**config.mk**
```make
export PLATFORM = sky130hd
export DESIGN_NAME = reg_file_mp
export DESIGN_NICKNAME = d
export VERILOG_FILES = /design/src/rtl/reg_file_mp.sv
export SDC_FILE = /design/constraint.sdc
export NUM_CORES = 2
export LEC_CHECK = 0
export ABC_CLOCK_PERIOD_IN_PS = 5400
export BUFFER_PORTS_ARGS = -buffer_cell sky130_fd_sc_hd__buf_2
export CAP_MARGIN = 5
export CORE_ASPECT_RATIO = 1.25
export CORE_UTILIZATION = 45
export CTS_CLUSTER_SIZE = 40
export DETAILED_ROUTE_END_ITERATION = 8
export SLEW_MARGIN = 20
export SYNTH_ARGS = -nofsm -noshare
export SYNTH_HDL_FRONTEND = slang
export SYNTH_SLANG_ARGS = --single-unit
```
**constraint.sdc**
```tcl
create_clock -name clk -period 5.4 [get_ports clk]
set_input_delay 0.54 -clock clk [delete_from_list [all_inputs] [get_ports clk]]
set_output_delay 0.54 -clock clk [all_outputs]
set_load 0.05 [all_outputs]
```
**src/rtl/reg_file_mp.sv**
```systemverilog
// Multi-port register file: NUM_READ combinational reads, two write ports (B wins on conflict),
// optional write-to-read bypass, hardwired-zero entry 0 and sequential or single-cycle clear.
module reg_file_mp #(
  parameter int WIDTH         = 32,
  parameter int WIDTH_ADD     = 5,
  parameter int NUM_REGISTERS = 32,
  parameter int NUM_READ      = 2,
  parameter int ZERO_REG      = 1,
  parameter int BYPASS        = 1,
  parameter int SEQ_CLEAR     = 1
) (
  input  logic                          clk,
  input  logic                          reset,
  input  logic                          clear_req,
  input  logic                          we_a,
  input  logic [WIDTH_ADD-1:0]          wa_a,
  input  logic [WIDTH-1:0]              wd_a,
  input  logic                          we_b,
  input  logic [WIDTH_ADD-1:0]          wa_b,
  input  logic [WIDTH-1:0]              wd_b,
  input  logic [NUM_READ*WIDTH_ADD-1:0] rd_addr,
  output logic [NUM_READ*WIDTH-1:0]     rd_data,
  output logic                          busy
);

  localparam int PW = (NUM_REGISTERS > 1) ? $clog2(NUM_REGISTERS) : 1;
  localparam logic [PW-1:0] LAST = PW'(NUM_REGISTERS - 1);

  typedef enum logic {IDLE, CLEAR} state_t;

  state_t         state_q, state_d;
  logic [PW-1:0]  clr_ptr_q, clr_ptr_d;
  logic           clr_en;
  logic           clr_all;
  logic           wr_ok;
  logic           wen_a, wen_b;
  logic [WIDTH-1:0] mem_q [NUM_REGISTERS];

  // Legal target: inside the array and not the hardwired-zero entry.
  function automatic logic addr_ok(input logic [WIDTH_ADD-1:0] a);
    return (int'(a) < NUM_REGISTERS) && !((ZERO_REG != 0) && (a == '0));
  endfunction

  function automatic logic [PW-1:0] idx(input logic [WIDTH_ADD-1:0] a);
    return a[PW-1:0];
  endfunction

  // Writes are blocked while clearing and on the cycle a clear is being requested.
  assign wr_ok   = (state_q == IDLE) && !reset && !clear_req;
  assign wen_a   = wr_ok && we_a && addr_ok(wa_a);
  assign wen_b   = wr_ok && we_b && addr_ok(wa_b);
  assign clr_all = (SEQ_CLEAR == 0) && (reset || clear_req);
  assign busy    = (state_q == CLEAR);

  always_comb begin
    state_d   = state_q;
    clr_ptr_d = clr_ptr_q;
    clr_en    = 1'b0;
    if (SEQ_CLEAR != 0) begin
      if (state_q == IDLE) begin
        if (clear_req) begin
          state_d   = CLEAR;
          clr_ptr_d = '0;
        end
      end else begin
        clr_en    = 1'b1;
        clr_ptr_d = clr_ptr_q + 1'b1;
        if (clr_ptr_q == LAST) begin
          state_d   = IDLE;
          clr_ptr_d = '0;
        end
      end
    end else begin
      state_d = IDLE;
    end
  end

  always_ff @(posedge clk) begin
    if (reset) begin
      state_q   <= (SEQ_CLEAR != 0) ? CLEAR : IDLE;
      clr_ptr_q <= '0;
    end else begin
      state_q   <= state_d;
      clr_ptr_q <= clr_ptr_d;
    end
  end

  // A reset edge during a sequential clear only rewinds the pointer; the entry is not touched.
  always_ff @(posedge clk) begin
    if (clr_all) begin
      for (int i = 0; i < NUM_REGISTERS; i++) mem_q[i] <= '0;
    end else begin
      if (clr_en && !reset) mem_q[clr_ptr_q] <= '0;
      if (wen_a) mem_q[idx(wa_a)] <= wd_a;
      if (wen_b) mem_q[idx(wa_b)] <= wd_b;
    end
  end

  always_comb begin
    logic [WIDTH_ADD-1:0] a;
    logic [WIDTH-1:0]     val;
    rd_data = '0;
    for (int k = 0; k < NUM_READ; k++) begin
      a   = rd_addr[k*WIDTH_ADD +: WIDTH_ADD];
      val = '0;
      if ((state_q == IDLE) && addr_ok(a)) begin
        val = mem_q[idx(a)];
        if (BYPASS != 0) begin
          if (wen_b && (wa_b == a))      val = wd_b;
          else if (wen_a && (wa_a == a)) val = wd_a;
        end
      end
      rd_data[k*WIDTH +: WIDTH] = val;
    end
  end

endmodule

```
* Word-level counts from Yosys, hierarchy flattened
Memories as Yosys holds them, arrays and structs flattened. Index checks and enable logic that the tools add are counted.
Operators by class: reductions and logical operators 25, add/sub/neg operators 1, bitwise gates (word level) 1, equal/unequal tests 5, mux-type cells 22
Operator list (count):
- two-way mux 32 bit | 7
- OR reduction 32 bit | 1
- == test 5 bit | 4
- logical NOT 5 bit | 4
- two-way mux 5 bit | 4
- logical AND 1 bit | 13
- two-way mux 1 bit | 11
- logical NOT 1 bit | 6
- adder 5 x 1 -> 5 bit, second input constant | 1
- == test 5 bit, second input constant | 1
- nonzero test 2 bit | 1
- NOT 1 bit | 1
Word-level totals: RAM bits 1024, bits of input ports 89, memories kept 1, word-level logic and storage cells 57, flip-flop bits (word level) 6, output and inout port bits 65
Memory list:
- mem_q | depth 32, bits a word 32, rd ports 2, clocked after Yosys merged registers in 0, write ports 2, RTL line 37 | logic [WIDTH-1:0] mem_q [NUM_REGISTERS];

* Longest topological paths before layout
word-level depth 9, depth in mapped cells 9, mapped depth without buffers 7

* Least setup slack after synthesis
OpenSTA, ideal clock, no wires.
kind input-to-reg, from input wa_a[3], to memory mem_q[4][0] (enable), stages on the path 7, data arrival time 3521 ps, data required time 4967 ps, setup slack 1446 ps, path through clkbuf_1 -> or4_4 -> o21a_1 -> buf_6 -> o21ai_0 -> nand2_1 -> o22ai_1
RTL lines:
- from (decl) | RTL line 16 | input logic [WIDTH_ADD-1:0] wa_a,
- to (decl) | RTL line 37

* Final worst setup path
from register state_q, in the netlist busy, to output rd_data[5]
On the way: word-level cells in the longest chain between the ends 9
RTL lines:
- from (decl) | RTL line 31 | state_t state_q, state_d;
- from (signal assigned) | RTL line 80 | state_q <= (SEQ_CLEAR != 0) ? CLEAR : IDLE;
- from (signal assigned) | RTL line 83 | state_q <= state_d;
- NOT 1 bit * | RTL line 49, 106
- logical AND 1 bit (2 in series) | RTL line 49 | assign wr_ok = (state_q == IDLE) && !reset && !clear_req;
- logical AND 1 bit (2 in series) | RTL line 50 | assign wen_a = wr_ok && we_a && addr_ok(wa_a);
- logical AND 1 bit | RTL line 110 | else if (wen_a && (wa_a == a)) val = wd_a;
- two-way mux 32 bit | RTL line 110
- two-way mux 32 bit | RTL line 109 | if (wen_b && (wa_b == a)) val = wd_b;
- two-way mux 32 bit * | RTL line 106 | if ((state_q == IDLE) && addr_ok(a)) begin
- to (decl) | RTL line 22 | output logic [NUM_READ*WIDTH-1:0] rd_data,
Mark *: on every way between the ends. The rest lies on a longest branch, timed or not.

==> results.cfg <==
[synth]
avgSynthCellArea_um2 = 10.6
syn-num-nets = 5751
synth_edf_count = 1024
synthFlopType = edfxtp_1
netlist_area_um2 = 60200
ys_ff_latch = 1030
netlist_instances = 5660
ys_warn_count = 0
synth.distinct_cells = 62
async_flop_share_pct = 0
ys_seq_area_share_pct = 51.3

[global_routing]
antenna_found_initial = 9
grt_pass1_wl_mm = 335
grt_start_max_net_pins = 73
grt_pass1_vias = 46064
track_usage_pct = 34.9
overflow = 0

[sta]
finalCritPeriodShare_pct = 85.5
setup_viol = 0
slew_headroom_pct = 17.6
hold_viol = 0
max_freq_mhz = 217
grt_setup_unrepaired = no
drv_slew = 0
tightestPinTransition_ns = 1.23
final.setup.tns_ns = 0
period_needed_ns = 4.62
fin_worst_skew_ns = 0.0373

[final_layout]
area_growth_pct = 10.1
final_common_cell = nand2_1
multiInputGateArea_um2 = 27100
fillCellCount = 11715
final-seq-area_um2 = 30900
final_cell_mix = 1192 x nand2_1, 1024 x edfxtp_1, 1005 x o21ai_0
drive_gt1_share_pct = 15.9
finalNetCount = 5508

[setup_path]
r2r_setup_slack_ns = 1.68
worstSetupStartpoint = busy
worst_ep_required_time_ns = 4.86
rr_startpoint = busy
cp.arrival_ns = 4.08
slowest_stage = nand4_4
critPathKind = flop to output port
cp_slowest_stage_delay_ns = 0.75
rr_worst_depth = 6
startpoint_type = flop
r2r-end = mem_q[10][8]
end_kind = output port
path_cells = nor4b_2 > buf_4 > o21a_2 > nand4_4 > buf_12 > or2_2 > a32o_1 > buf_2
critPathMaxFanout = 33

[cts]
post_cts_buffers = 0
cts_tree = built
insertion_delay_ns = 0.75
cts.clk_slew.worst_paths_ns = 0.06
cts_root_buf = clkbuf_16
postCtsHoldBufs = 0
cts_made_buffers = 106
htree_levels = 3
clock_path_buffers = 3
ctsResizeCount = 0
clock-sinks = 1030

[detailed_routing]
routedWlPerCell_um = 32.9
antenna_left = 0
drtIter0Drc = 7057
drc_errors = 16
num_vias = 48450
routed_wl_mm = 238
drtPass1Iterations = 9
routed_via_density = 6.69

[floorplan]
die_h_um = 411
die_x_um = 329
io_pins = 154
core-area_um2 = 132000
rows = 149
start_util_pct = 45.5
die_area_um2 = 135000

[run_status]
status = finished, violations left
violations = DRC

[place]
place_congestion = 0.893
portBuffers = 153
post-dp-hpwl_mm = 140

[worst_hold_path]
hold_depth = 2
hold_start = reset
hold_path.class = input pin to flop
holdPathEnd = clr_ptr_q[2]

[power_and_ir_drop]
vdd_drop_max_mv = 0.279
p_leak_nw = 22.5
power_mw = 17.7
power_density_nw_per_um2 = 267

[run]
cap_violations = 0
[layer usage]
layer | up-vias | routed length [um] | global-route usage, %
li1 | 20622 | - | -
met1 | 23649 | 85800 | 44.7
met2 | 3371 | 109000 | 54.4
met3 | 802 | 27200 | 6.60
met4 | 6 | 16500 | 21.8
met5 | - | 37 | 0
[metrics by stage]
stage / area, um2 / worst slack [ns] / std cells / hold WS [ns] / util [%]
detailed placement: 62800 / 1.15 / 7043 / 0.551 / 47.5
floorplan: 60200 / 1.45 / 5660 / 0.504 / -
global route: 66300 / 0.712 / 7243 / 0.175 / 50.1
finish: 66300 / 0.784 / 7246 / 0.149 / 50.1
CTS: 66200 / 0.818 / 7239 / 0.115 / 50.0
global placement: 62800 / 1.17 / 7040 / 0.552 / 47.4
[layout make-up]
type	instances	share of cell area [%]
repair buffers	328	3.90
clock inverters	64	0.851
flip-flops and latches	1030	46.6
inverters	39	0.221
well taps	1736	3.28
multi-input cells	3912	40.9
clock buffers	132	4.28
diodes	5	0.0189
[report_power, final]
| part | switching (mW) | internal [mW] | leakage [nW] |
|---|---|---|---|
| Combinational | 0.980 | 0.504 | 12.0 |
| Clock | 3.29 | 4.18 | 1.66 |
| Sequential | 0.0216 | 8.71 | 8.79 |
[worst max-delay path by stage]
stage / to / slack, ns / cells after the start
6_report: rd_data[5] / 0.78 / 8
5_1_grt: rd_data[30] / 0.71 / 7
4_1_cts: rd_data[30] / 0.82 / 7
3_5_place_dp: rd_data[54] / 1.15 / 9
3_3_place_gp: rd_data[54] / 1.17 / 9
2_1_floorplan: mem_q[4][0] / 1.45 / 7
[state kept, by name, indices dropped and copies added, names as in the netlist]
signal and count:
busy 1, clr_ptr_q 5, mem_q 1024
[worst max-delay path, delay by kind of cell, from the launching register on]
family	cells	cell delay (ns)
AND/OR/NAND/NOR	3	1.37
buffers and inverters	3	0.93
AO/OA/AOI/OAI	2	0.66
flip-flops	1	0.36
[cell families (layout without fill, tap and decap cells)]
family          Yosys count  in the layout  synth area share [%]
mux                     826            826                  18.0
simple gates           1574           1574                  11.3
other cells               0              5                     0
xor+xnor                 20             20                 0.291
compound gates         1490           1490                  14.0
buf+inv                 718            563                  5.09
flops                  1030           1030                  51.3
fa+ha+maj                 2              2                0.0415
[synth_stat cells (37+ instances only)]
cell type | instances | area [um2]
nand2_1 | 1198 | 4500
edfxtp_1 | 1024 | 30700
o21ai_0 | 1005 | 5030
mux2i_1 | 561 | 5620
clkbuf_1 | 422 | 1580
o22ai_1 | 280 | 1750
mux4_2 | 201 | 4530
buf_2 | 176 | 881
nor2_1 | 123 | 462
mux2_2 | 64 | 721
clkbuf_2 | 46 | 230
inv_1 | 39 | 146
nor3_1 | 37 | 185
Power figures use the tool's default switching activity.
